[src/rtl/erx_idelay_cal.sv]
`default_nettype none
// ============================================================================
// Module      : erx_idelay_cal
// Description : Tap sequencer for the nine receive-path IDELAYE2 elements of
//               the elink receiver (data lanes 7:0, frame on lane 8). Taps are
//               either written directly or found by a calibration sweep that
//               loads taps 0..31 on all lanes, scores a per-lane pattern-match
//               stream and applies the centre of each lane's passing window.
//               Runs entirely in the slow (div4) clock domain.
// Ports       :
//   clk          slow clock, also the IDELAY C clock
//   nreset       asynchronous active-low reset
//   cfg_write    one-cycle strobe: load cfg_taps directly (IDLE only)
//   cfg_taps     manual taps, lane j at bits [5j+4:5j]
//   cal_start    one-cycle strobe: start a calibration sweep (IDLE only)
//   match_valid  a pattern-checker beat is present this cycle
//   match_ok     per-lane pass for the current beat
//   idelay_value tap bus to the IDELAYs, same packing as cfg_taps
//   load_taps    one-cycle tap-load strobe
//   cal_busy     calibration in progress
//   cal_done     one-cycle pulse after the final taps were applied
//   cal_fail     lanes with no passing tap in the last sweep
// Revision    : 1.0  initial release
// ============================================================================
module erx_idelay_cal #(
    parameter int SETTLE  = 8,
    parameter int SAMPLES = 64,
    parameter int TIMEOUT = 256
) (
    input  logic        clk,
    input  logic        nreset,
    input  logic        cfg_write,
    input  logic [44:0] cfg_taps,
    input  logic        cal_start,
    input  logic        match_valid,
    input  logic [8:0]  match_ok,
    output logic [44:0] idelay_value,
    output logic        load_taps,
    output logic        cal_busy,
    output logic        cal_done,
    output logic [8:0]  cal_fail
);

    localparam logic [2:0] ST_IDLE    = 3'd0;
    localparam logic [2:0] ST_LOAD    = 3'd1;
    localparam logic [2:0] ST_SETTLE  = 3'd2;
    localparam logic [2:0] ST_MEASURE = 3'd3;
    localparam logic [2:0] ST_NEXT    = 3'd4;
    localparam logic [2:0] ST_APPLY   = 3'd5;
    localparam logic [2:0] ST_DONE    = 3'd6;

    localparam int SAMPLE_W  = $clog2(SAMPLES + 1);
    localparam int TIMEOUT_W = $clog2(TIMEOUT + 1);

    localparam logic [7:0]           SETTLE_INIT  = 8'(SETTLE);
    localparam logic [SAMPLE_W-1:0]  SAMPLE_LAST  = SAMPLE_W'(SAMPLES);
    localparam logic [TIMEOUT_W-1:0] TIMEOUT_LAST = TIMEOUT_W'(TIMEOUT);

    logic [2:0]           state;
    logic [2:0]           next_state;
    logic [4:0]           tap;
    logic [7:0]           settle_cnt;
    logic [SAMPLE_W-1:0]  sample_cnt;
    logic [TIMEOUT_W-1:0] timeout_cnt;
    logic [8:0]           err;
    logic [8:0]           found;
    logic [44:0]          first_tap;
    logic [44:0]          last_tap;
    logic [44:0]          final_taps;

    logic [44:0]          idelay_d;
    logic                 load_d;
    logic                 busy_d;
    logic                 done_d;

    logic settle_end;
    logic sample_end;
    logic timeout_end;

    // The settle counter is loaded with SETTLE and the decrement that takes it
    // to zero is the last SETTLE cycle, giving exactly SETTLE idle cycles.
    assign settle_end  = (settle_cnt == 8'd1);
    assign sample_end  = match_valid && ((sample_cnt + SAMPLE_W'(1)) == SAMPLE_LAST);
    assign timeout_end = ((timeout_cnt + TIMEOUT_W'(1)) == TIMEOUT_LAST);

    // Window centre per lane: (first + last) >> 1 with a 6-bit sum so 31+31
    // does not wrap. Lanes that never passed park at tap 0.
    generate
        for (genvar g = 0; g < 9; g++) begin : g_lane
            logic [5:0] lane_sum;
            assign lane_sum = {1'b0, first_tap[5*g +: 5]} + {1'b0, last_tap[5*g +: 5]};
            assign final_taps[5*g +: 5] = found[g] ? 5'(lane_sum >> 1) : 5'd0;
        end
    endgenerate

    // ------------------------------------------------------------------
    // State register
    // ------------------------------------------------------------------
    always_ff @(posedge clk or negedge nreset) begin
        if (!nreset) begin
            state <= ST_IDLE;
        end else begin
            state <= next_state;
        end
    end

    // ------------------------------------------------------------------
    // Next-state logic
    // ------------------------------------------------------------------
    always_comb begin
        next_state = state;
        case (state)
            ST_IDLE:    if (cal_start) next_state = ST_LOAD;
            ST_LOAD:    next_state = ST_SETTLE;
            ST_SETTLE:  if (settle_end) next_state = ST_MEASURE;
            ST_MEASURE: if (sample_end || timeout_end) next_state = ST_NEXT;
            ST_NEXT:    next_state = (tap == 5'd31) ? ST_APPLY : ST_LOAD;
            ST_APPLY:   next_state = ST_DONE;
            ST_DONE:    next_state = ST_IDLE;
            default:    next_state = ST_IDLE;
        endcase
    end

    // ------------------------------------------------------------------
    // Output logic: next values of the registered outputs
    // ------------------------------------------------------------------
    always_comb begin
        idelay_d = idelay_value;
        load_d   = 1'b0;
        busy_d   = (next_state != ST_IDLE);
        done_d   = (state == ST_DONE);
        case (state)
            ST_IDLE: begin
                // cal_start has priority; a simultaneous cfg_write is dropped.
                if (cfg_write && !cal_start) begin
                    idelay_d = cfg_taps;
                    load_d   = 1'b1;
                end
            end
            ST_LOAD: begin
                idelay_d = {9{tap}};
                load_d   = 1'b1;
            end
            ST_APPLY: begin
                idelay_d = final_taps;
                load_d   = 1'b1;
            end
            default: ;
        endcase
    end

    always_ff @(posedge clk or negedge nreset) begin
        if (!nreset) begin
            idelay_value <= 45'd0;
            load_taps    <= 1'b0;
            cal_busy     <= 1'b0;
            cal_done     <= 1'b0;
        end else begin
            idelay_value <= idelay_d;
            load_taps    <= load_d;
            cal_busy     <= busy_d;
            cal_done     <= done_d;
        end
    end

    // ------------------------------------------------------------------
    // Sweep datapath
    // ------------------------------------------------------------------
    always_ff @(posedge clk or negedge nreset) begin
        if (!nreset) begin
            tap         <= 5'd0;
            settle_cnt  <= 8'd0;
            sample_cnt  <= '0;
            timeout_cnt <= '0;
            err         <= 9'd0;
            found       <= 9'd0;
            first_tap   <= 45'd0;
            last_tap    <= 45'd0;
            cal_fail    <= 9'd0;
        end else begin
            case (state)
                ST_IDLE: begin
                    if (cal_start) begin
                        tap       <= 5'd0;
                        found     <= 9'd0;
                        first_tap <= 45'd0;
                        last_tap  <= 45'd0;
                        cal_fail  <= 9'd0;
                    end
                end
                ST_LOAD: begin
                    settle_cnt <= SETTLE_INIT;
                end
                ST_SETTLE: begin
                    settle_cnt <= settle_cnt - 8'd1;
                    if (settle_end) begin
                        err         <= 9'd0;
                        sample_cnt  <= '0;
                        timeout_cnt <= '0;
                    end
                end
                ST_MEASURE: begin
                    timeout_cnt <= timeout_cnt + TIMEOUT_W'(1);
                    if (match_valid) begin
                        sample_cnt <= sample_cnt + SAMPLE_W'(1);
                        err        <= err | ~match_ok;
                    end
                    // A starved checker marks the tap bad on every lane; a
                    // beat completing the sample set in the same cycle wins.
                    if (timeout_end && !sample_end) begin
                        err <= 9'h1FF;
                    end
                end
                ST_NEXT: begin
                    for (int l = 0; l < 9; l++) begin
                        if (!err[l]) begin
                            if (!found[l]) begin
                                first_tap[5*l +: 5] <= tap;
                            end
                            found[l]           <= 1'b1;
                            last_tap[5*l +: 5] <= tap;
                        end
                    end
                    if (tap != 5'd31) begin
                        tap <= tap + 5'd1;
                    end
                end
                ST_APPLY: begin
                    cal_fail <= ~found;
                end
                default: ;
            endcase
        end
    end

endmodule
`default_nettype wire

[config.mk]
export PLATFORM = sky130hd
export DESIGN_NAME = erx_idelay_cal
export DESIGN_NICKNAME = d
export VERILOG_FILES = /design/src/rtl/erx_idelay_cal.sv
export SDC_FILE = /design/constraint.sdc
export NUM_CORES = 1
export LEC_CHECK = 0
export BUFFER_PORTS_ARGS = -buffer_cell sky130_fd_sc_hd__buf_2
export CORE_MARGIN = 2
export CORE_UTILIZATION = 59
export DETAILED_ROUTE_END_ITERATION = 8
export PLACE_DENSITY_LB_ADDON = 0.25
export SETUP_SLACK_MARGIN = 0.4
export SYNTH_ARGS = -nofsm -noshare
export SYNTH_HDL_FRONTEND = slang
export SYNTH_SLANG_ARGS = --single-unit
export TNS_END_PERCENT = 5
[constraint.sdc]
create_clock -name clk -period 2.35 [get_ports clk]
set_input_delay 0.1175 -clock clk [delete_from_list [all_inputs] [get_ports clk]]
set_output_delay 0.1175 -clock clk [all_outputs]
set_load 0.02 [all_outputs]
==> results.yml, run 1 <==
worst_hold_path:
  hp-start: "match_ok[2]"
  hp-class: "input pin to flop"
synth:
  ys_warn_count: 0
  ys_ff_latch: 197
  synth_edf_count: 0
  synth_top_cell_by_area: "dfrtp_1"
  ys_top_cells_by_area: "dfrtp_1 (50%), ha_1 (5.6%), mux2_2 (5.2%), o21ai_0 (4.5%), nand2_1 (4.3%)"
  syn_area_um2: 9920
  ys_top_cells_by_count: "dfrtp_1 (197), nand2_1 (113), o21ai_0 (89)"
  postSynth.asyncResetShare: 1.00
  synthFlopType: "dfrtp_1"
  syn_inst: 968
  yosysUniqueCellTypes: 65
  syn_avg_cell_area_um2: 10.2
  ys_seq_area_frac: 0.497
  synthMostInstantiatedCell: "dfrtp_1"
  synth_nets: 1080
  synth_top_cell_area_share: 0.497
critical_path:
  required_ns: 2.64
  cpPeakStageDelay_ns: 0.56
  crit_fanout: 5
  crit_type: "flop to flop"
  path_delay_family: "simple AND/OR/NAND/NOR gates"
  crit_slowest_cell: "or4_4"
  path_cells: "ha_4 > nand3_2 > nor2_4 > xnor2_2 > or4_4 > nand2b_4 > o2111ai_1"
  setup.worst_path.start: "sample_cnt[1]$_DFFE_PN0P_"
  reg2reg_from: "sample_cnt[1]$_DFFE_PN0P_"
  crit_buf_inv: 0
  end_kind: "flop"
  cp.arrival_ns: 2.25
  crit_path_start_kind: "flop"
flow_run:
  maxCapViolations: 0
clock_network:
  clk_pin_slew_ns: 0.07
  clock_path_buffers: 2
  clkSinkCount: 197
  cts_root_buffer: "clkbuf_16"
  clk_latency_ns: 0.44
  numCtsBuffers: 17
  htree_num_levels: 4
  cts_tree: "built"
timing:
  fmax_mhz: 509
  worstMarginPinSlew_ns: 0.606
  finalCriticalPeriod_ns: 1.96
  finalSetupTns_ns: 0
  skew_ns: 0.00964
  hold_slack_ns: -0.00133
  drv_slew: 0
  worst_slew_margin_rel: 0.596
  hold_violations: 1
  setup_viol: 0
  rsz0062_at_grt: "yes"
  fin_crit_sh: 0.836
routing:
  vias: 8174
  final_antenna_net_count: 0
  drc: 0
  dr.pass1.iters: 5
  wl_per_cell_um: 19.9
  viasPerCell: 6.00
  drt_iter0_markers: 635
  wl_um: 27100
global_routing:
  grt_max_degree: 68
  grt_pass1_wl_um: 42700
  grtUsageTotal: 0.313
  antenna_found_initial: 0
  grt_remaining_overflow: 0
  grt_pass1_vias: 7898
power_and_ir_drop:
  ir_worst_vdd_uv: 525
  p_leak_nw: 5.98
  total_power_mw: 6.68
  power_density_nw_per_um2: 552
cells_and_area:
  num_antenna_cells: 0
  stdcell_count: 1363
  area_delta_synth_final_pct: 22.0
  final_layout_size_suffix_gt1_frac: 0.278
  fillerInstances: 1143
  final_net_count: 1245
place:
  hpwl_um: 18300
  place_congestion: 0.914
  io_buffers: 115
  place_inst: 1283
die:
  ios: 116
  core_um2: 16500
  row_count: 47
  die_area_um2: 17900
  die_y_um: 134
  die_x_um: 134
  start_util: 0.600
status:
  status: "finished with violations"
  violations: "hold timing"
==> stage by stage <==
step / hold WS (ns) / instance area [µm²] / utilization / setup WS, ns
2_1_floorplan: -0.178 / 9920 / - / 0.475
3_3_place_gp: 0.147 / 10800 / 0.655 / 0.0116
3_5_place_dp: 0.148 / 10800 / 0.655 / -0.0454
4_1_cts: 0.00389 / 12000 / 0.724 / 0.338
5_1_grt: 0.0160 / 12100 / 0.732 / 0.314
6_report: -0.00133 / 12100 / 0.732 / 0.385
==> power breakdown <==
| group | total [mW] | leakage [nW] | switching [mW] | internal [mW] |
|---|---|---|---|---|
| clock network | 2.88 | 0.273 | 1.24 | 1.63 |
| logic | 0.343 | 3.16 | 0.179 | 0.164 |
| registers | 3.47 | 2.55 | 0.0478 | 3.42 |
==> state kept, by name, indices dropped and copies added (netlist names) <==
register / count
found: 9
first_tap: 45
sample_cnt: 7
cal_busy: 1
err: 9
cal_fail: 9
timeout_cnt: 9
tap: 5
state: 3
settle_cnt: 8
idelay_value: 45
last_tap: 45
load_taps: 1
cal_done: 1
==> logic make-up (layout without fill, tap and decap cells) <==
| kind of cell | after synthesis | count (layout) | share of synthesized area |
|---|---|---|---|
| AND/OR/NAND/NOR | 296 | 297 | 0.138 |
| XOR/XNOR | 36 | 36 | 0.0318 |
| adder cells (fa/ha/maj) | 53 | 53 | 0.0737 |
| AO/OA/AOI/OAI | 268 | 269 | 0.170 |
| multiplexers | 51 | 51 | 0.0573 |
| flip-flops | 197 | 197 | 0.497 |
| buffers and inverters | 67 | 240 | 0.0324 |
==> area by class of cell <==
type | instances | area (µm²) | share of cell area
sequential | 197 | 4940 | 0.408
multi-input combinational | 706 | 4870 | 0.403
timing repair buffer | 203 | 1410 | 0.116
clock buffer | 21 | 470 | 0.0389
tap | 220 | 275 | 0.0228
clock inverter | 8 | 101 | 0.00838
inverter | 8 | 30.0 | 0.00248
==> final timing paths <==
kind	slack, ns	cells after the start	endpoint
hold / removal	-0.001	3	err[2]$_DFFE_PN0P_
min in group asynchronous	0.23	2	settle_cnt[0]$_DFFE_PN0P_
setup reg to reg	0.39	7	state[0]$_DFF_PN0_
max in group asynchronous	1.27	3	idelay_value[0]$_DFFE_PN0P_
setup / recovery	0.39	7	state[0]$_DFF_PN0_
hold reg to reg	0.48	2	last_tap[20]$_DFFE_PN0P_
==> routing by layer <==
metal / vias to the layer above / GRT usage / routed length, µm
li1: 3763 / - / -
met1: 4001 / 0.441 / 11900
met2: 349 / 0.495 / 12600
met3: 61 / 0.0548 / 1810
met4: 0 / 0.108 / 774
met5: - / 0 / 0
==> worst min-delay path: cells and delay by family <==
kind                   cells  cell delay (ns)
AOI/OAI and AO/OA          2             0.20
buffers and inverters      1             0.07
==> timing repair <==
action / CTS / global route
endpoints found under the setup margin: 153 / 89
setup buffers: 10 / 1
gates resized for setup: 20 / 35
hold buffers: 37 / 0
gates cloned: 2 / 1
hold endpoints to repair: 98 / 0
pin swaps: 6 / 15
==> cell usage in the layout, fill, tap and decap left out, types with 4 or more instances in the layout <==
cell           count
clkbuf_16         17
o211ai_1           8
a32oi_1           16
nor3_1             5
o21ai_1            9
a21o_1            13
and3_1             7
dlygate4sd3_1     37
inv_1              6
a31o_2             8
dfrtp_1          188
nand2_1          113
nor2b_1           10
a31oi_1           30
buf_2            114
mux2_2            46
nor2_2             8
o31ai_1            5
o21ai_0           89
ha_1              42
mux2i_1            5
nand3_1           39
a21oi_1           36
dfrtp_2            9
buf_4             44
o21a_1             8
a21oi_2           17
xnor2_1           22
xor2_1            13
buf_12             5
fa_1               9
a21boi_1           7
clkbuf_8           4
nor2_1            74
and2_1            13
(Power assumes the default switching activity.)
==> run 2: changes to the inputs <==
--- a/config.mk
+++ b/config.mk
@@ -7,7 +7,7 @@
 export LEC_CHECK = 0
 export BUFFER_PORTS_ARGS = -buffer_cell sky130_fd_sc_hd__buf_2
 export CORE_MARGIN = 2
-export CORE_UTILIZATION = 59
+export CORE_UTILIZATION = 53
 export DETAILED_ROUTE_END_ITERATION = 8
 export PLACE_DENSITY_LB_ADDON = 0.25
 export SETUP_SLACK_MARGIN = 0.4
==> constraint.sdc (replaced) <==
create_clock -name clk -period 1.77 [get_ports clk]
set_input_delay 0.0885 -clock clk [delete_from_list [all_inputs] [get_ports clk]]
set_output_delay 0.0885 -clock clk [all_outputs]
set_load 0.02 [all_outputs]
==> run 2 against run 1 <==
Compared with the run above: the flow finishes with violations (hold timing, setup timing); sequential share of layout area is 5.0 points lower; routed wire length is 9.3% higher; first-iteration DRC count down 5.2%; global-route usage shrank 1.1 points; non-clock buffer count increased by 119; largest cell class is now multi-input gates; highest routed layer unchanged.
==> results.yml, run 2 (synthesis results as in run 1) <==
critical_path:
  crit_fanout: 6
  path_cells: "ha_4 > and3_4 > nand3_4 > mux2i_2 > nor4_4 > buf_6 > nand2b_4 > a221o_1"
  crit_slowest_cell: "dfrtp_1"
  end_kind: "flop"
  crit_path_start_kind: "flop"
  crit_type: "flop to flop"
  required_ns: 2.09
  crit_buf_inv: 1
  path_delay_family: "simple AND/OR/NAND/NOR gates"
  cpPeakStageDelay_ns: 0.42
  cp.arrival_ns: 2.26
global_routing:
  grtUsageTotal: 0.301
  grt_max_degree: 53
  grt_pass1_wl_um: 46100
  antenna_found_initial: 0
  grt_remaining_overflow: 0
  grt_pass1_vias: 8576
clock_network:
  clock_path_buffers: 2
  htree_num_levels: 4
  clk_pin_slew_ns: 0.07
  cts_root_buffer: "clkbuf_16"
  clk_latency_ns: 0.45
  cts_tree: "built"
  clkSinkCount: 197
  numCtsBuffers: 17
place:
  place_inst: 1401
  hpwl_um: 19800
  place_congestion: 0.852
  placed_cell_area_um2: 11800
  io_buffers: 115
timing:
  finalCriticalPeriod_ns: 1.94
  hold_slack_ns: -0.00237
  fin_ws_ns: -0.167
  setup_viol: 61
  worstMarginPinSlew_ns: 0.504
  worst_slew_margin_rel: 0.664
  drv_slew: 0
  finalSetupTns_ns: -4.34
  fin_crit_sh: 1.09
  rsz0062_at_grt: "yes"
  fmax_mhz: 516
  skew_ns: 0.0123
  hold_violations: 1
cells_and_area:
  stdcell_count: 1498
  layout_common_cells: "dfrtp_1 (192), buf_4 (120), buf_2 (114)"
  layout_commonest_cell: "dfrtp_1"
  final_net_count: 1364
  num_antenna_cells: 0
  final_layout_size_suffix_gt1_frac: 0.409
  fillerInstances: 1170
  design_area_um2: 13800
  largestRegisters: "first_tap: 45 flops, idelay_value: 45 flops, last_tap: 45 flops"
  area_delta_synth_final_pct: 38.9
routing:
  drt_iter0_markers: 602
  wl_per_cell_um: 19.8
  vias: 8681
  final_antenna_net_count: 0
  drc: 0
  viasPerCell: 5.80
  wl_um: 29700
  dr.pass1.iters: 5
die:
  die_area_um2: 19800
  die_x_um: 141
  die_y_um: 141
  start_util: 0.536
  ios: 116
  core_um2: 18500
  row_count: 50
status:
  violations: "hold timing, setup timing"
  status: "finished with violations"
power_and_ir_drop:
  power_density_nw_per_um2: 657
  total_power_mw: 9.04
  ir_worst_vdd_uv: 675
  p_leak_nw: 6.80
worst_hold_path:
  hp-class: "input pin to flop"
flow_run:
  maxCapViolations: 0
run 2: worst min-delay path, stage by stage:
cell	delay [ns]
buf_2	0.16
nand3_1	0.10
o21ai_1	0.05
run 2: power breakdown:
group / internal (mW) / switching (mW) / leakage [nW] / total (mW)
Combinational: 0.276 / 0.278 / 3.96 / 0.553
Sequential: 4.53 / 0.0582 / 2.55 / 4.59
Clock: 2.01 / 1.89 / 0.288 / 3.90
run 2: layer usage:
layer | vias up | global-route usage | part of all wire
met1 | 4204 | 0.398 | 0.42
li1 | 4030 | - | -
met4 | 0 | 0.137 | 0.042
met2 | 374 | 0.488 | 0.48
met3 | 73 | 0.0574 | 0.061
met5 | - | 0 | 0
run 2: worst paths after layout:
kind | from | to | slack (ns) | cells past startpoint
hold reg to reg | settle_cnt[7]$_DFFE_PN0P_ | settle_cnt[7]$_DFFE_PN0P_ | 0.48 | 1
min in group asynchronous | nreset | sample_cnt[0]$_DFFE_PN0P_ | 0.15 | 2
max in group asynchronous | nreset | idelay_value[16]$_DFFE_PN0P_ | 0.92 | 3
hold / removal | match_valid | sample_cnt[2]$_DFFE_PN0P_ | -0.002 | 3
setup / recovery | timeout_cnt[1]$_DFFE_PN0P_ | state[2]$_DFF_PN0_ | -0.17 | 8
setup reg to reg | timeout_cnt[1]$_DFFE_PN0P_ | state[2]$_DFF_PN0_ | -0.17 | 8
run 2: stage by stage:
step	util	setup WS, ns
after global routing	0.744	-0.273
after floorplan	-	-0.0194
after detailed placement	0.636	-0.486
after global placement	0.636	-0.415
final	0.744	-0.167
after CTS	0.725	-0.143
run 2: repair_timing:
action,4_1_cts,5_1_grt
resized for setup,125,108
gates cloned,2,0
hold buffers,53,0
pin swaps,74,65
hold endpoints to repair,132,0
buffers inserted,7,4
setup endpoints to repair,190,191
run 2: cell type report:
class                           instances  area (µm²)  area share
Sequential cell                       197        4940       0.358
Clock buffer                           17         425      0.0309
Clock inverter                         14         159      0.0115
Inverter                                8        32.5     0.00236
Timing Repair Buffer                  322        2520       0.183
Tap cell                              234         293      0.0213
Multi-Input combinational cell        706        5410       0.393
